### config.mk
export PLATFORM = sky130hd
export DESIGN_NAME = inst_fetch_queue
export DESIGN_NICKNAME = d
export VERILOG_FILES = /design/src/rtl/asip_fetch_pkg.sv /design/src/rtl/fetch_fifo.sv /design/src/rtl/inst_fetch_queue.sv
export SDC_FILE = /design/constraint.sdc
export NUM_CORES = 1
export LEC_CHECK = 0
export ABC_AREA = 1
export ABC_CLOCK_PERIOD_IN_PS = 7200
export CAP_MARGIN = 20
export CORE_ASPECT_RATIO = 0.9
export CORE_UTILIZATION = 40
export CTS_CLUSTER_DIAMETER = 40
export CTS_CLUSTER_SIZE = 12
export DETAILED_ROUTE_END_ITERATION = 16
export GPL_TIMING_DRIVEN = 0
export PLACE_DENSITY_LB_ADDON = 0.12
export RECOVER_POWER = 50
export SLEW_MARGIN = 20
export SYNTH_ARGS = -nofsm -noshare
export SYNTH_HDL_FRONTEND = slang
export SYNTH_SLANG_ARGS = --single-unit
export TNS_END_PERCENT = 50
### constraint.sdc
create_clock -name clock -period 7.2 [get_ports clock]
set_clock_uncertainty 0.15 [all_clocks]
set_input_delay 0.72 -clock clock [delete_from_list [all_inputs] [get_ports clock]]
set_output_delay 0.72 -clock clock [all_outputs]
set_load 0.005 [all_outputs]
### src/rtl/asip_fetch_pkg.sv
// Shared types and constants for the instruction fetch queue.
// Widths here are 32 bits; users cast to their own N.
package asip_fetch_pkg;

   typedef enum logic [1:0] {
      IDLE,
      FETCH,
      DRAIN
   } fetch_state_t;

   localparam logic [31:0] NOP          = 32'h0000_0000;
   localparam logic [31:0] RESET_VECTOR = 32'h0000_0000;
   localparam logic [31:0] INST_STEP    = 32'd4;

endpackage

### src/rtl/fetch_fifo.sv
// Circular buffer of {pc, instruction} entries for the fetch queue.
// Flush wins over push and pop; head reads straight from storage.
module fetch_fifo
   import asip_fetch_pkg::*;
#(
   parameter int N     = 32,
   parameter int DEPTH = 4
) (
   input  logic                     clock,
   input  logic                     reset,
   input  logic                     push,
   input  logic                     pop,
   input  logic                     flush,
   input  logic [2*N-1:0]           data_in,
   output logic [2*N-1:0]           data_out,
   output logic [$clog2(DEPTH):0]   count
);

   localparam int AW = $clog2(DEPTH);
   localparam int CW = AW + 1;

   logic [2*N-1:0] mem [DEPTH];
   logic [AW-1:0]  rd_ptr;
   logic [AW-1:0]  wr_ptr;

   always_ff @(posedge clock or negedge reset) begin
      if (!reset) begin
         rd_ptr <= '0;
         wr_ptr <= '0;
         count  <= '0;
      end else if (flush) begin
         rd_ptr <= '0;
         wr_ptr <= '0;
         count  <= '0;
      end else begin
         if (push)
            wr_ptr <= wr_ptr + 1'b1;
         if (pop)
            rd_ptr <= rd_ptr + 1'b1;
         count <= count + CW'(push) - CW'(pop);
      end
   end

   // Storage needs no reset: count gates every read.
   always_ff @(posedge clock) begin
      if (push && !flush)
         mem[wr_ptr] <= data_in;
   end

   assign data_out = (count == '0) ? '0 : mem[rd_ptr];

endmodule

### src/rtl/inst_fetch_queue.sv
// Instruction fetch unit: one-outstanding-request memory port
// feeding a small queue toward decode, with redirect handling.
module inst_fetch_queue
   import asip_fetch_pkg::*;
#(
   parameter int N     = 32,
   parameter int DEPTH = 4
) (
   input  logic                   clock,
   input  logic                   reset,
   input  logic                   redirect,
   input  logic [N-1:0]           redirect_addr,
   input  logic                   stall,
   output logic                   mem_req,
   output logic [N-1:0]           mem_addr,
   input  logic                   mem_ack,
   input  logic [N-1:0]           mem_rdata,
   output logic [N-1:0]           instruction,
   output logic [N-1:0]           inst_pc,
   output logic                   inst_valid,
   output logic [$clog2(DEPTH):0] count
);

   localparam int CW = $clog2(DEPTH) + 1;

   fetch_state_t   state;
   logic [N-1:0]   fetch_ptr;
   logic           push;
   logic           pop;
   logic           room;
   logic [2*N-1:0] head;

   assign room       = count < CW'(DEPTH);
   assign inst_valid = count != '0;
   assign push       = (state == FETCH) && mem_ack && !redirect;
   assign pop        = inst_valid && !stall && !redirect;

   fetch_fifo #(
      .N     (N),
      .DEPTH (DEPTH)
   ) u_fifo (
      .clock    (clock),
      .reset    (reset),
      .push     (push),
      .pop      (pop),
      .flush    (redirect),
      .data_in  ({mem_addr, mem_rdata}),
      .data_out (head),
      .count    (count)
   );

   assign inst_pc     = inst_valid ? head[2*N-1:N] : '0;
   assign instruction = inst_valid ? head[N-1:0] : N'(NOP);

   always_ff @(posedge clock or negedge reset) begin
      if (!reset) begin
         state     <= IDLE;
         fetch_ptr <= N'(RESET_VECTOR);
         mem_req   <= 1'b0;
         mem_addr  <= '0;
      end else begin
         unique case (state)
            IDLE: begin
               if (redirect) begin
                  fetch_ptr <= redirect_addr;
               end else if (room) begin
                  state    <= FETCH;
                  mem_req  <= 1'b1;
                  mem_addr <= fetch_ptr;
               end
            end
            FETCH: begin
               if (mem_ack) begin
                  state     <= IDLE;
                  mem_req   <= 1'b0;
                  fetch_ptr <= redirect ? redirect_addr
                                        : mem_addr + N'(INST_STEP);
               end else if (redirect) begin
                  state     <= DRAIN;
                  fetch_ptr <= redirect_addr;
               end
            end
            // Stale response still owed; keep the port busy until it lands.
            DRAIN: begin
               if (redirect)
                  fetch_ptr <= redirect_addr;
               if (mem_ack) begin
                  state   <= IDLE;
                  mem_req <= 1'b0;
               end
            end
            default: begin
               state   <= IDLE;
               mem_req <= 1'b0;
            end
         endcase
      end
   end

endmodule

==> results of run 1 <==
[cell usage in the layout (no fill, tap or decap), types with 3 or more instances in the layout]
cell type,netlist,layout
nand3_1,28,28
clkbuf_16,0,44
o21ai_1,4,4
buf_4,5,5
inv_6,0,5
bufinv_16,0,6
o31ai_1,3,3
nor2_4,3,7
nand4_1,3,3
buf_2,24,22
ha_1,11,11
dfrtp_1,74,74
nand2_1,179,180
o21ai_0,177,177
buf_16,0,6
clkinv_4,0,3
a21oi_1,110,110
nor3_1,3,3
mux2_2,10,10
clkinv_2,0,4
clkbuf_1,30,40
a22oi_1,4,4
o22ai_1,6,6
inv_1,82,82
nand2_2,5,4
clkinv_1,0,5
buf_12,0,6
xor2_1,3,3
nor2_1,333,330
buf_1,10,8
nor2_2,7,6
clkdlybuf4s50_1,0,134
clkinvlp_4,0,4
dlygate4sd3_1,0,34
edfxtp_1,256,256
[cell usage after synthesis (3+ instances only)]
cell type  number  area [um2]
buf_2          24         120
nor2_2          7        43.8
o21ai_1         4        20.0
a22oi_1         4        30.0
buf_4           5        37.5
mux2_2         10         113
nand3_1        28         140
ha_1           11         138
nand2_1       179         672
inv_1          82         308
a21oi_1       110         551
o31ai_1         3        22.5
nand4_1         3        18.8
dfrtp_1        74        1850
nor3_1          3        15.0
o21ai_0       177         886
xor2_1          3        26.3
nand2_2         5        31.3
edfxtp_1      256        7690
o22ai_1         6        37.5
nor2_1        333        1250
nor2_4          3        33.8
clkbuf_1       30         113
buf_1          10        37.5
[state kept, by name, summed over array words and instances (netlist names)]
signal         flops
fetch_ptr         32
mem_addr          32
mem_req            1
state              2
u_fifo.count       3
u_fifo.mem       256
u_fifo.rd_ptr      2
u_fifo.wr_ptr      2
[kinds of logic (layout without fill, tap and decap cells)]
| family | count (synthesis) | in the layout | synth area share |
|---|---|---|---|
| multiplexers | 10 | 10 | 0.00786 |
| adder cells (fa/ha/maj) | 12 | 12 | 0.0110 |
| flip-flops | 330 | 330 | 0.666 |
| buffers and inverters | 154 | 413 | 0.0438 |
| AO/OA/AOI/OAI | 314 | 314 | 0.113 |
| XOR/XNOR | 5 | 5 | 0.00306 |
| AND/OR/NAND/NOR | 564 | 564 | 0.155 |
[metrics by stage]
step           instance area [um2]  TNS, ns  worst slack (ns)  utilization  std cells
2_1_floorplan                14300        0              2.54            -       1389
3_3_place_gp                 16600  -130.23            -0.615        0.473       2027
3_5_place_dp                 16900        0              3.51        0.482       2040
4_1_cts                      18400        0              3.46        0.524       2117
5_1_grt                      18400        0              2.53        0.523       2117
6_report                     18400        0              3.22        0.523       2117
[area by class of cell]
class | instances | area (um2) | share of cell area
Clock inverter | 29 | 347 | 0.0189
Buffer | 70 | 310 | 0.0169
Sequential cell | 330 | 9540 | 0.519
Timing Repair Buffer | 182 | 1970 | 0.107
Multi-Input combinational cell | 905 | 4190 | 0.228
Clock buffer | 48 | 1120 | 0.0607
Inverter | 84 | 315 | 0.0172
Tap cell | 469 | 587 | 0.0319
[path summary, 6_finish.rpt]
kind                            cells after the start            start  slack [ns]           endpoint
worst max-delay path                                2            reset        3.22   u_fifo.rd_ptr[0]
worst min-delay path                                2    fetch_ptr[29]        0.32      fetch_ptr[29]
worst max register to register                      8         state[1]        4.35  u_fifo.mem[2][16]
worst min register to register                      2    fetch_ptr[29]        0.32      fetch_ptr[29]
max in group clock                                  6  u_fifo.count[2]        3.50        inst_pc[13]
min in group asynchronous                           1            reset        0.75      fetch_ptr[27]
[routing by layer]
layer | global-route usage | vias to the layer above | wire [um]
met5 | 0 | - | 0
met4 | 0.0709 | 0 | 1140
met3 | 0.0330 | 80 | 2090
met2 | 0.352 | 341 | 18300
met1 | 0.302 | 5123 | 18100
li1 | - | 5190 | -
[tightest hold or removal path, cell delays in order, from the launching register on]
cell and delay (ns):
dfrtp_1 0.33, nand2_1 0.05, nand2_1 0.06
[power by group]
group	total [mW]	switching, mW	internal, mW	leakage [nW]
Combinational	2.46	1.36	1.09	2.97
Clock	2.16	0.815	1.34	0.704
Sequential	2.78	0.361	2.42	3.20
Total	7.40	2.54	4.85	6.88
==> flow_summary_export.csv, run 1 <==
group,metric,value,unit
cts,cts_tree,"yes",
detailed_routing,routedWlPerCell,18.7,um
critical_path,required,7.24,ns
cts,cts_root_buffer,"clkbuf_16",
critical_path,path_cells,"clkbuf_1 -> clkbuf_1",
hold_path,hold_path.class,"flop to flop",
cts,cts_sinks,330,
global_routing,overflow,0,
synthesis,synth_edf_count,256,
final_layout,antenna-diode-count,0,
global_routing,grt_pass1_vias,10500,
final_layout,drive_gt1_frac,0.0850,
global_routing,grt_pass1_wl,61.0,mm
cts,clk_latency,0.53,ns
critical_path,crit_path_end_kind,"async pin",
global_routing,track_usage,0.218,
detailed_routing,viasPerCell,5.07,
synthesis,yosys_warnings,0,
timing,max_slew_margin,-0.551,
timing,fin_crit,3.99,ns
cts,numCtsBuffers,43,
job,cap_violations,2,
cts,h-tree-depth,2,
synthesis,seq_area_frac_synth,0.666,
power_and_ir_drop,p_leak,6.88,nW
critical_path,crit_arrival,4.03,ns
timing,slew_viol_final,77,
synthesis,synth_nets,1470,
timing,hold_viol,0,
power_and_ir_drop,p_total,7.40,mW
cts,clkTransAtPathRegs,0.05,ns
cts,hold_buffers,0,
timing,finalCritPeriodShare,0.553,
timing,setup_viol,0,
critical_path,cp-start-kind,"primary input",
synthesis,netlist_instances,1389,
placement,dp_hpwl,26.9,mm
synthesis,netlist-cell-type-count,37,
detailed_routing,route.detailed.drc,0,
cts,cts_setup_buffers,0,
synthesis,synth.avg_cell_area,10.3,um2
detailed_routing,drtIter0Drc,667,
global_routing,antenna_found_initial,0,
power_and_ir_drop,power_density,402,nW/um2
detailed_routing,drtPass1Iterations,5,
floorplan,rows,65,
critical_path,worst-path-buf-inv,2,
critical_path,crit_slowest_cell,"clkbuf_1",
global_routing,grt_max_degree,40,
floorplan,core_area,35100,um2
status,outcome,"finished, violations left",
status,violations,"max-capacitance violations, max-slew violations",
timing,rsz0062_at_grt,"no",
floorplan,start_util,0.408,
timing,holdWs,0.322,ns
final_layout,nets,1697,
critical_path,critPathTopFamily,"buffers and inverters",
final_layout,syn_to_final_growth,28.2,%
timing,fmax,251,MHz
power_and_ir_drop,ir_worst_vdd,0.000222,V
synthesis,syn_area,14300,um2
cts,cts_resized,0,
synthesis,async_flop_share,0.224,
final_layout,fillerInstances,3119,
critical_path,cpPeakStageDelay,1.64,ns
floorplan,dieArea,36600,um2
critical_path,worstSetupPathType,"primary input to async pin",
detailed_routing,num_vias,10700,
critical_path,cp_max_fo,39,
timing,tightest_slew,2.33,ns
floorplan,pin_count,170,
synthesis,synth-seq-cells,330,
critical_path,critPathMostFrequentCell,"clkbuf_1",
placement,numPortBuffers,169,
detailed_routing,wl,39.6,mm
synthesis,synth_ff_type,"edfxtp_1",
detailed_routing,ant_nets,0,
cts,cts_max_path_buffers,3,
floorplan,fp.dieW,201,um
floorplan,die_y,182,um
placement,gp_congestion,0.916,
Power figures use the tool's default switching activity.
==> inputs of run 2 (changes only) <==
--- a/config.mk
+++ b/config.mk
@@ -6,7 +6,7 @@
 export NUM_CORES = 1
 export LEC_CHECK = 0
 export ABC_AREA = 1
-export ABC_CLOCK_PERIOD_IN_PS = 7200
+export ABC_CLOCK_PERIOD_IN_PS = 3950
 export CAP_MARGIN = 20
 export CORE_ASPECT_RATIO = 0.9
 export CORE_UTILIZATION = 40
==> constraint.sdc (replaced) <==
create_clock -name clock -period 3.95 [get_ports clock]
set_clock_uncertainty 0.15 [all_clocks]
set_input_delay 0.395 -clock clock [delete_from_list [all_inputs] [get_ports clock]]
set_output_delay 0.395 -clock clock [all_outputs]
set_load 0.005 [all_outputs]
==> flow_summary_export.csv, run 2 (synthesis gave the netlist of run 1 again) <==
group,metric,value,unit
detailed_routing,wl,39.6,mm
floorplan,die_y,182,um
hold_path,hold_path.class,"flop to flop",
final_layout,nets,1698,
final_layout,drive_gt1_frac,0.0843,
placement,numPortBuffers,169,
timing,fmax,292,MHz
timing,setup_viol,0,
final_layout,syn_to_final_growth,28.4,%
cts,cts_resized,0,
cts,cts_tree,"yes",
detailed_routing,ant_nets,0,
timing,tightest_slew,2.43,ns
hold_path,hp-start,"fetch_ptr[29]",
floorplan,fp.dieW,201,um
placement,placed_cells_incl_taps,2040,
critical_path,r2r_slack,1.12,ns
floorplan,core_area,35100,um2
critical_path,rr_startpoint,"state[1]",
cts,numCtsBuffers,43,
detailed_routing,drtPass1Iterations,5,
final_layout,fin_util,0.524,
global_routing,grt_pass1_wl,61.0,mm
placement,dp_hpwl,26.9,mm
detailed_routing,drtIter0Drc,754,
global_routing,grt_max_degree,40,
critical_path,r2r_end,"u_fifo.mem[2][16]",
critical_path,crit_path_end_kind,"output port",
placement,pre_cts_ws,0.583,ns
timing,slew_viol_final,39,
detailed_routing,routedWlPerCell,18.7,um
detailed_routing,route.detailed.drc,0,
cts,cts_max_path_buffers,3,
global_routing,grt_pass1_vias,10500,
timing,hold_viol,0,
hold_path,min_path_cells,2,
critical_path,cp-start-kind,"flop",
timing,finalCritPeriodShare,0.867,
global_routing,overflow,0,
cts,cts_sinks,330,
timing,fin_ws,0.525,ns
final_layout,antenna-diode-count,0,
power_and_ir_drop,ir_worst_vdd,0.000397,V
cts,cts_root_buffer,"clkbuf_16",
floorplan,start_util,0.408,
final_layout,final_common_cell,"nor2_1",
floorplan,rows,65,
final_layout,final_cell_mix,"330 x nor2_1, 256 x edfxtp_1, 180 x nand2_1",
critical_path,worstSetupPathType,"flop to output port",
floorplan,pin_count,170,
job,cap_violations,1,
critical_path,required,3.40,ns
final_layout,largest_reg_flops,256,
timing,holdWs,0.322,ns
critical_path,crit_arrival,2.88,ns
detailed_routing,viasPerCell,5.06,
placement,gp_congestion,0.916,
status,outcome,"finished, violations left",
global_routing,antenna_found_initial,0,
final_layout,top_register,"u_fifo.mem",
final_layout,top_regs,"u_fifo.mem: 256 flops, fetch_ptr: 32 flops, mem_addr: 32 flops",
power_and_ir_drop,p_leak,6.90,nW
hold_path,min_to,"fetch_ptr[29]",
critical_path,worstRegToRegCells,8,
floorplan,dieArea,36600,um2
global_routing,track_usage,0.218,
detailed_routing,num_vias,10700,
timing,max_slew_margin,-0.623,
status,violations,"max-capacitance violations, max-slew violations",
power_and_ir_drop,p_total,13.5,mW
final_layout,fin_cells,2118,
timing,rsz0062_at_grt,"no",
timing,fin_crit,3.42,ns
cts,h-tree-depth,2,
cts,clkTransAtPathRegs,0.06,ns
cts,clk_latency,0.54,ns
critical_path,cp_max_fo,10,
power_and_ir_drop,power_density,732,nW/um2
-- run 2: cell types whose count changed in the layout (fill, tap and decap cells not counted) --
cell	change
clkdlybuf4s50_1	-6
buf_2	-2
buf_1	+2
dlygate4sd3_1	+7
clkbuf_1	-1
buf_12	+1
-- run 2: final cells by class --
cell class	instances	area, um2
Fill cell	3117	16700
Sequential cell	330	9540
Multi-Input combinational cell	905	4190
Timing Repair Buffer	183	2000
Clock buffer	48	1120
Tap cell	469	587
Clock inverter	29	347
Inverter	84	315
Buffer	70	308
-- run 2: stage by stage --
step	TNS, ns	cell area, um2
final	0	18400
after global placement	-925.87	16600
after detailed placement	0	16900
after floorplan	-115.79	14300
after global routing	0	18400
after CTS	0	18400
-- run 2: what timing repair did --
| item | in CTS | in global routing |
|---|---|---|
| hold endpoints to repair | 38 | 0 |
| hold buffers | 1 | 0 |
| buffers inserted | 0 | 0 |
-- run 2: worst max-delay path by stage --
stage          slack [ns]                 to  cells past startpoint              from
5_1_grt              0.31    instruction[21]                      7  u_fifo.rd_ptr[1]
2_1_floorplan       -0.45   u_fifo.mem[0][0]                      6          state[1]
3_5_place_dp         0.58  u_fifo.mem[2][14]                      7          redirect
3_3_place_gp        -3.54   u_fifo.mem[3][5]                      5          redirect
4_1_cts              0.53        inst_pc[15]                      6   u_fifo.count[2]
6_report             0.53    instruction[24]                      7  u_fifo.rd_ptr[1]
-- run 2: power by group --
part	switching, mW	total [mW]	internal, mW
clock network	1.49	3.94	2.45
logic	2.48	4.47	1.98
registers	0.658	5.06	4.41
total	4.63	13.5	8.84
-- run 2: per-layer routing --
metal / vias up / global-route usage / share of wire
met3: 76 / 0.0330 / 0.052
li1: 5189 / - / -
met2: 329 / 0.352 / 0.46
met5: - / 0 / 0
met1: 5118 / 0.302 / 0.46
met4: 0 / 0.0709 / 0.028
-- run 2: worst max-delay path, stage by stage, from the launching register on --
cell             delay [ns]
dfrtp_1                0.37
inv_1                  0.11
clkbuf_1               0.59
clkbuf_1               0.50
nor2_1                 0.09
o21ai_0                0.09
a21oi_1                0.12
clkdlybuf4s50_1        0.47
